### src/rtl/huff_seq_ctrl.sv
// ---------------------------------------------------------------------------
// huff_seq_ctrl
//   Phase sequencer for the Huffman path. A job runs four ordered phases:
//   frequency count, tree build, VLC table build and encode. Each phase is
//   split into ISSUE (one-cycle start pulse), BLANK (the sub-block done is
//   ignored, which masks a stale level left over from the previous run) and
//   WAIT (done is sampled). A per-phase watchdog bounds WAIT. The block also
//   owns the tree-RAM and VLC-read-port selects, so sub-blocks never contend.
//
// Ports
//   clk, rstN                 clock, asynchronous active-low reset
//   job_start, job_abort      job control pulses (abort has priority)
//   freq/tree/vlc/enc_done    level done from each sub-block
//   freq/tree/vlc/enc_start   one-cycle start pulses
//   tree_ram_own [1:0]        0 none, 1 tree builder, 2 vlc_table
//   vlc_rd_own                1 while the encoder drives the VLC read ports
//   phase [2:0]               0 IDLE 1 FREQ 2 TREE 3 VLC 4 ENC 5 FIN 6 ERR
//   job_busy, job_done, job_err, err_phase [2:0], job_cycles [31:0]
// ---------------------------------------------------------------------------
module huff_seq_ctrl #(
    parameter int unsigned      BLANK_CYC = 2,
    parameter int unsigned      TO_W      = 20,
    parameter logic [TO_W-1:0]  TO_MAX    = 20'hFFFFF
) (
    input  logic        clk,
    input  logic        rstN,
    input  logic        job_start,
    input  logic        job_abort,
    input  logic        freq_done,
    input  logic        tree_done,
    input  logic        vlc_done,
    input  logic        enc_done,
    output logic        freq_start,
    output logic        tree_start,
    output logic        vlc_start,
    output logic        enc_start,
    output logic [1:0]  tree_ram_own,
    output logic        vlc_rd_own,
    output logic [2:0]  phase,
    output logic        job_busy,
    output logic        job_done,
    output logic        job_err,
    output logic [2:0]  err_phase,
    output logic [31:0] job_cycles
);

    typedef enum logic [2:0] {
        PH_IDLE = 3'd0,
        PH_FREQ = 3'd1,
        PH_TREE = 3'd2,
        PH_VLC  = 3'd3,
        PH_ENC  = 3'd4,
        PH_FIN  = 3'd5,
        PH_ERR  = 3'd6
    } phase_e;

    typedef enum logic [1:0] {
        SUB_ISSUE = 2'd0,
        SUB_BLANK = 2'd1,
        SUB_WAIT  = 2'd2
    } sub_e;

    localparam int unsigned     BW         = (BLANK_CYC > 1) ? $clog2(BLANK_CYC) : 1;
    localparam logic [BW-1:0]   BLANK_LAST = BW'((BLANK_CYC > 0) ? BLANK_CYC - 1 : 0);

    phase_e            phase_q, phase_d;
    sub_e              sub_q, sub_d;
    logic [BW-1:0]     blank_q, blank_d;
    logic [TO_W-1:0]   wd_q, wd_d;
    logic [31:0]       cyc_q, cyc_d;
    logic [2:0]        err_phase_q, err_phase_d;

    logic              work;
    logic              done_sel;
    logic              timeout_hit;
    logic [TO_W:0]     wd_cur;
    phase_e            phase_next;

    assign work = (phase_q == PH_FREQ) || (phase_q == PH_TREE) ||
                  (phase_q == PH_VLC)  || (phase_q == PH_ENC);

    // wd_q counts completed cycles of the phase (0 in ISSUE), so wd_cur is the
    // cycle number of the current cycle counted from phase entry.
    assign wd_cur      = {1'b0, wd_q} + (TO_W+1)'(1);
    assign timeout_hit = (wd_cur >= {1'b0, TO_MAX});

    always_comb begin
        done_sel   = 1'b0;
        phase_next = PH_IDLE;
        unique case (phase_q)
            PH_FREQ: begin done_sel = freq_done; phase_next = PH_TREE; end
            PH_TREE: begin done_sel = tree_done; phase_next = PH_VLC;  end
            PH_VLC:  begin done_sel = vlc_done;  phase_next = PH_ENC;  end
            PH_ENC:  begin done_sel = enc_done;  phase_next = PH_FIN;  end
            default: begin done_sel = 1'b0;      phase_next = PH_IDLE; end
        endcase
    end

    // NOTE: every signal written here gets a default first, so no path can
    // leave one unassigned and infer a latch.
    always_comb begin
        phase_d     = phase_q;
        sub_d       = sub_q;
        blank_d     = blank_q;
        wd_d        = (wd_q == '1) ? wd_q : wd_q + TO_W'(1);
        cyc_d       = (work && (cyc_q != '1)) ? cyc_q + 32'd1 : cyc_q;
        err_phase_d = err_phase_q;

        if (job_abort) begin
            phase_d = PH_IDLE;
            sub_d   = SUB_ISSUE;
            blank_d = '0;
            wd_d    = '0;
        end else if (!work) begin
            wd_d = '0;
            if (job_start) begin
                phase_d     = PH_FREQ;
                sub_d       = SUB_ISSUE;
                blank_d     = '0;
                err_phase_d = 3'd0;
                cyc_d       = '0;
            end else if (phase_q == PH_FIN) begin
                phase_d = PH_IDLE;
            end
        end else begin
            unique case (sub_q)
                SUB_ISSUE: begin
                    sub_d   = (BLANK_CYC == 0) ? SUB_WAIT : SUB_BLANK;
                    blank_d = '0;
                end
                SUB_BLANK: begin
                    if (blank_q == BLANK_LAST) sub_d = SUB_WAIT;
                    else                       blank_d = blank_q + BW'(1);
                end
                SUB_WAIT: begin
                    // A done arriving in the timeout cycle still advances.
                    if (done_sel) begin
                        phase_d = phase_next;
                        sub_d   = SUB_ISSUE;
                        wd_d    = '0;
                    end else if (timeout_hit) begin
                        phase_d     = PH_ERR;
                        sub_d       = SUB_ISSUE;
                        wd_d        = '0;
                        err_phase_d = phase_q;
                    end
                end
                default: sub_d = SUB_ISSUE;
            endcase
        end
    end

    // NOTE: state registers use non-blocking assignments so every flop
    // samples the pre-edge value of every other flop.
    always_ff @(posedge clk or negedge rstN) begin
        if (!rstN) begin
            phase_q     <= PH_IDLE;
            sub_q       <= SUB_ISSUE;
            blank_q     <= '0;
            wd_q        <= '0;
            cyc_q       <= '0;
            err_phase_q <= 3'd0;
        end else begin
            phase_q     <= phase_d;
            sub_q       <= sub_d;
            blank_q     <= blank_d;
            wd_q        <= wd_d;
            cyc_q       <= cyc_d;
            err_phase_q <= err_phase_d;
        end
    end

    // Outputs decode straight from the registered state: owner selects switch
    // in the ISSUE cycle together with the start pulse, and drop the instant
    // rstN asserts.
    logic issue;
    assign issue = (sub_q == SUB_ISSUE);

    assign freq_start   = (phase_q == PH_FREQ) && issue;
    assign tree_start   = (phase_q == PH_TREE) && issue;
    assign vlc_start    = (phase_q == PH_VLC)  && issue;
    assign enc_start    = (phase_q == PH_ENC)  && issue;
    assign tree_ram_own = (phase_q == PH_TREE) ? 2'd1 :
                          (phase_q == PH_VLC)  ? 2'd2 : 2'd0;
    assign vlc_rd_own   = (phase_q == PH_ENC);
    assign phase        = phase_q;
    assign job_busy     = work;
    assign job_done     = (phase_q == PH_FIN);
    assign job_err      = (phase_q == PH_ERR);
    assign err_phase    = err_phase_q;
    assign job_cycles   = cyc_q;

endmodule

### config.mk
export PLATFORM = sky130hd
export DESIGN_NAME = huff_seq_ctrl
export DESIGN_NICKNAME = d
export VERILOG_FILES = /design/src/rtl/huff_seq_ctrl.sv
export SDC_FILE = /design/constraint.sdc
export NUM_CORES = 1
export LEC_CHECK = 0
export CAP_MARGIN = 10
export CORE_MARGIN = 2
export CORE_UTILIZATION = 54
export DETAILED_ROUTE_END_ITERATION = 8
export GPL_ROUTABILITY_DRIVEN = 0
export PLACE_DENSITY = 0.8
export SYNTH_ARGS = -nofsm -noshare
export SYNTH_HDL_FRONTEND = slang
export SYNTH_SLANG_ARGS = --single-unit
### constraint.sdc
create_clock -name clk -period 3.5 [get_ports clk]
set_clock_uncertainty 0.15 [all_clocks]
set_input_delay 0.35 -clock clk [delete_from_list [all_inputs] [get_ports clk]]
set_output_delay 0.35 -clock clk [all_outputs]
set_load 0.05 [all_outputs]
==> results.yml <==
synthesis:
  synth_cells: 397
  synth.distinct_cells: 63
  ys_ff_latch: 61
  synthFlopType: "dfrtp_1"
  syn_nets: 408
  synth_edf_count: 0
  async_flop_share_pct: 100.0
  ys_warn_count: 0
  yosysSeqAreaShare_pct: 42.11
  syn_area_per_cell_sq_um: 9.130
  netlist_area_sq_um: 3625
min_path:
  hold_path.class: "input port to async pin"
sta:
  hold_viol: 0
  slew_violations: 0
  rsz0062_at_grt: "false"
  relSlewSlack_pct: 29.77
  fin_crit_sh_pct: 90.19
  finalCriticalPeriod_ps: 3157
  setup_tns_ps: 0
  worst_pin_slew_ps: 1054
  max_freq_ghz: 0.3168
  fin_hold_ws_ps: 52.01
  setup_viol: 0
clock_network:
  cts_root_buf: "clkbuf_8"
  cts_max_path_buffers: 2
  clkLatencyLatePin_ps: 340
  ctsHoldBuffers: 0
  cts_made_buffers: 9
  clk_pin_slew_ps: 70
  post_cts_buffers: 0
  cts-htree-levels: 3
  clock_sinks: 61
  cts_resized: 0
  cts_tree: "built"
drt:
  wirelength_um: 8484
  drt_iter0_drc: 213
  drc: 0
  ant_nets: 0
  dr.pass1.iters: 5
  vias: 3196
  drt-wirelength-per-cell_um: 16.04
  routed_via_density: 6.042
setup_path:
  reg2reg_from: "wd_q[0]"
  path_delay_family: "compound AO/OA/AOI/OAI gates"
  crit_type: "flop to flop"
  cp.buffers_inverters: 1
  worst-r2r-cell-count: 9
  cp_slowest_stage_delay_ps: 560
  regToRegEndpoint: "wd_q[19]"
  path_cells: "ha_1 -> a21boi_0 -> or4bb_2 -> nand3_1 -> o2111ai_1 -> o21ba_2 -> nor2_1 -> buf_4 -> a311oi_1"
  cp-startpoint: "wd_q[0]"
  crit_fanout: 20
  cp.depth: 9
  required_ps: 3550
  cp-start-kind: "flop"
  reg2reg_setup_slack_ps: 340
  cp-end-kind: "flop"
  crit_arrival_ps: 3200
  crit_end: "wd_q[19]"
  slowest_stage: "or4bb_2"
die:
  core-area_sq_um: 6422
  die_y_um: 85.93
  start_util_pct: 56.44
  row_count: 29
  io-pin-count: 56
  dieArea_sq_um: 7384
  die_w_um: 85.93
final_layout:
  layout_commonest_cell: "dfrtp_1"
  n_antenna_cell: 0
  drive_above_1_share_pct: 8.850
  layout_common_cells: "61 x dfrtp_1, 54 x clkdlybuf4s50_1, 44 x nor2_1"
  fin_nets: 458
  syn_to_final_growth_pct: 20.78
outcome:
  status: "finished clean"
power:
  p_total_mw: 2.150
  ir_drop_mv: 0.4238
  cellPowerDensity_nw_per_um2: 491.2
  power.leakage_nw: 1.760
placed_design:
  portBuffers: 55
  dpl.hpwl_um: 5878
job:
  cap_violations: 0
grt:
  overflow: 0
  grt_antenna_before_repair: 0
  grt_pass1_vias: 3122
  grtUsageTotal_pct: 24.96
  grt_pass1_wl_um: 14730
  grt_max_degree: 48
## how the worst min path moves through the flow
stage | depth (start not counted) | slack [ps] | endpoint
after global placement | 1 | 330 | err_phase[2]
after global routing | 1 | 140 | job_cycles[3]
after CTS | 1 | 80 | wd_q[3]
after detailed placement | 1 | 330 | err_phase[2]
after floorplan | 0 | -100 | blank_q
final | 1 | 50 | wd_q[3]
## power breakdown
group	internal, mW	switching [mW]
Sequential	0.759	0.101
Clock	0.345	0.288
Combinational	0.227	0.430
Total	1.33	0.819
## per-layer routing
layer | part of all wire [%] | global-route usage (%) | vias up | wire, um
met1 | 44 | 34.14 | 1546 | 3718
met5 | 0 | 0 | - | 0
li1 | - | - | 1520 | -
met3 | 5.6 | 5.679 | 10 | 474
met2 | 50 | 39.82 | 120 | 4208
met4 | 0.98 | 7.215 | 0 | 83
## cells by family after synthesis
logic type,count (synthesis),synth area share [%]
multiplexers,4,1.208
XOR/XNOR,42,10.15
AND/OR/NAND/NOR,181,27.89
buffers and inverters,35,5.212
flip-flops,61,42.11
AO/OA/AOI/OAI,71,12.39
adder cells (fa/ha/maj),3,1.036
## synthesized netlist by cell type, types with 2 or more instances
cell type | instances | area [sq um]
clkbuf_1 | 10 | 37.54
nor3b_1 | 4 | 30.03
clkbuf_8 | 3 | 41.29
mux2_1 | 3 | 33.78
and2b_2 | 2 | 17.52
and4_1 | 12 | 105.1
and3_1 | 8 | 50.05
a31oi_1 | 3 | 18.77
nor3_1 | 15 | 75.07
o22ai_1 | 4 | 25.02
nor4_1 | 3 | 18.77
ha_1 | 3 | 37.54
nand3b_1 | 5 | 37.54
o21bai_1 | 2 | 15.01
a22oi_1 | 2 | 15.01
nor2_1 | 44 | 165.2
buf_6 | 3 | 33.78
nand3_1 | 29 | 145.1
a21oi_1 | 30 | 150.1
nand2_1 | 25 | 93.84
dfrtp_1 | 61 | 1526
xnor2_1 | 21 | 183.9
or3_1 | 4 | 25.02
a31o_2 | 3 | 26.28
inv_1 | 14 | 52.55
o21ai_0 | 9 | 45.04
nand4_1 | 12 | 75.07
buf_2 | 3 | 15.01
xor2_1 | 21 | 183.9
a211oi_1 | 2 | 15.01
and2_1 | 5 | 31.28
## metrics by stage
stage                     util, %  instance area (sq um)  std cells  setup slack [ps]
after floorplan                 -                   3630        397             35.99
after CTS                   68.17                   4378        529             404.8
after global placement      65.05                   4178        513             568.4
final                       68.17                   4378        529             343.2
after detailed placement    65.05                   4178        513             478.7
after global routing        68.17                   4378        529             164.5
## state kept, by name (all words and copies together) (netlist names)
name        cells
job_cycles     32
wd_q           20
err_phase       3
phase           3
sub_q           2
blank_q         1
## worst reg2reg max path: cells and delay by family, from the launching register on
| family | cells | cell delay, ps |
|---|---|---|
| compound gates | 4 | 880 |
| fa+ha+maj | 1 | 340 |
| simple gates | 3 | 860 |
| flops | 1 | 530 |
| buf+inv | 1 | 270 |
## area by class of cell
type                            instances  area [sq um]
Timing Repair Buffer                   60         583.1
Tap cell                               77         96.34
Fill cell                             493          2044
Inverter                               14         52.55
Clock buffer                           10         137.6
Sequential cell                        61          1526
Clock inverter                          6         62.56
Multi-Input combinational cell        301          1919
(Power assumes the default switching activity.)
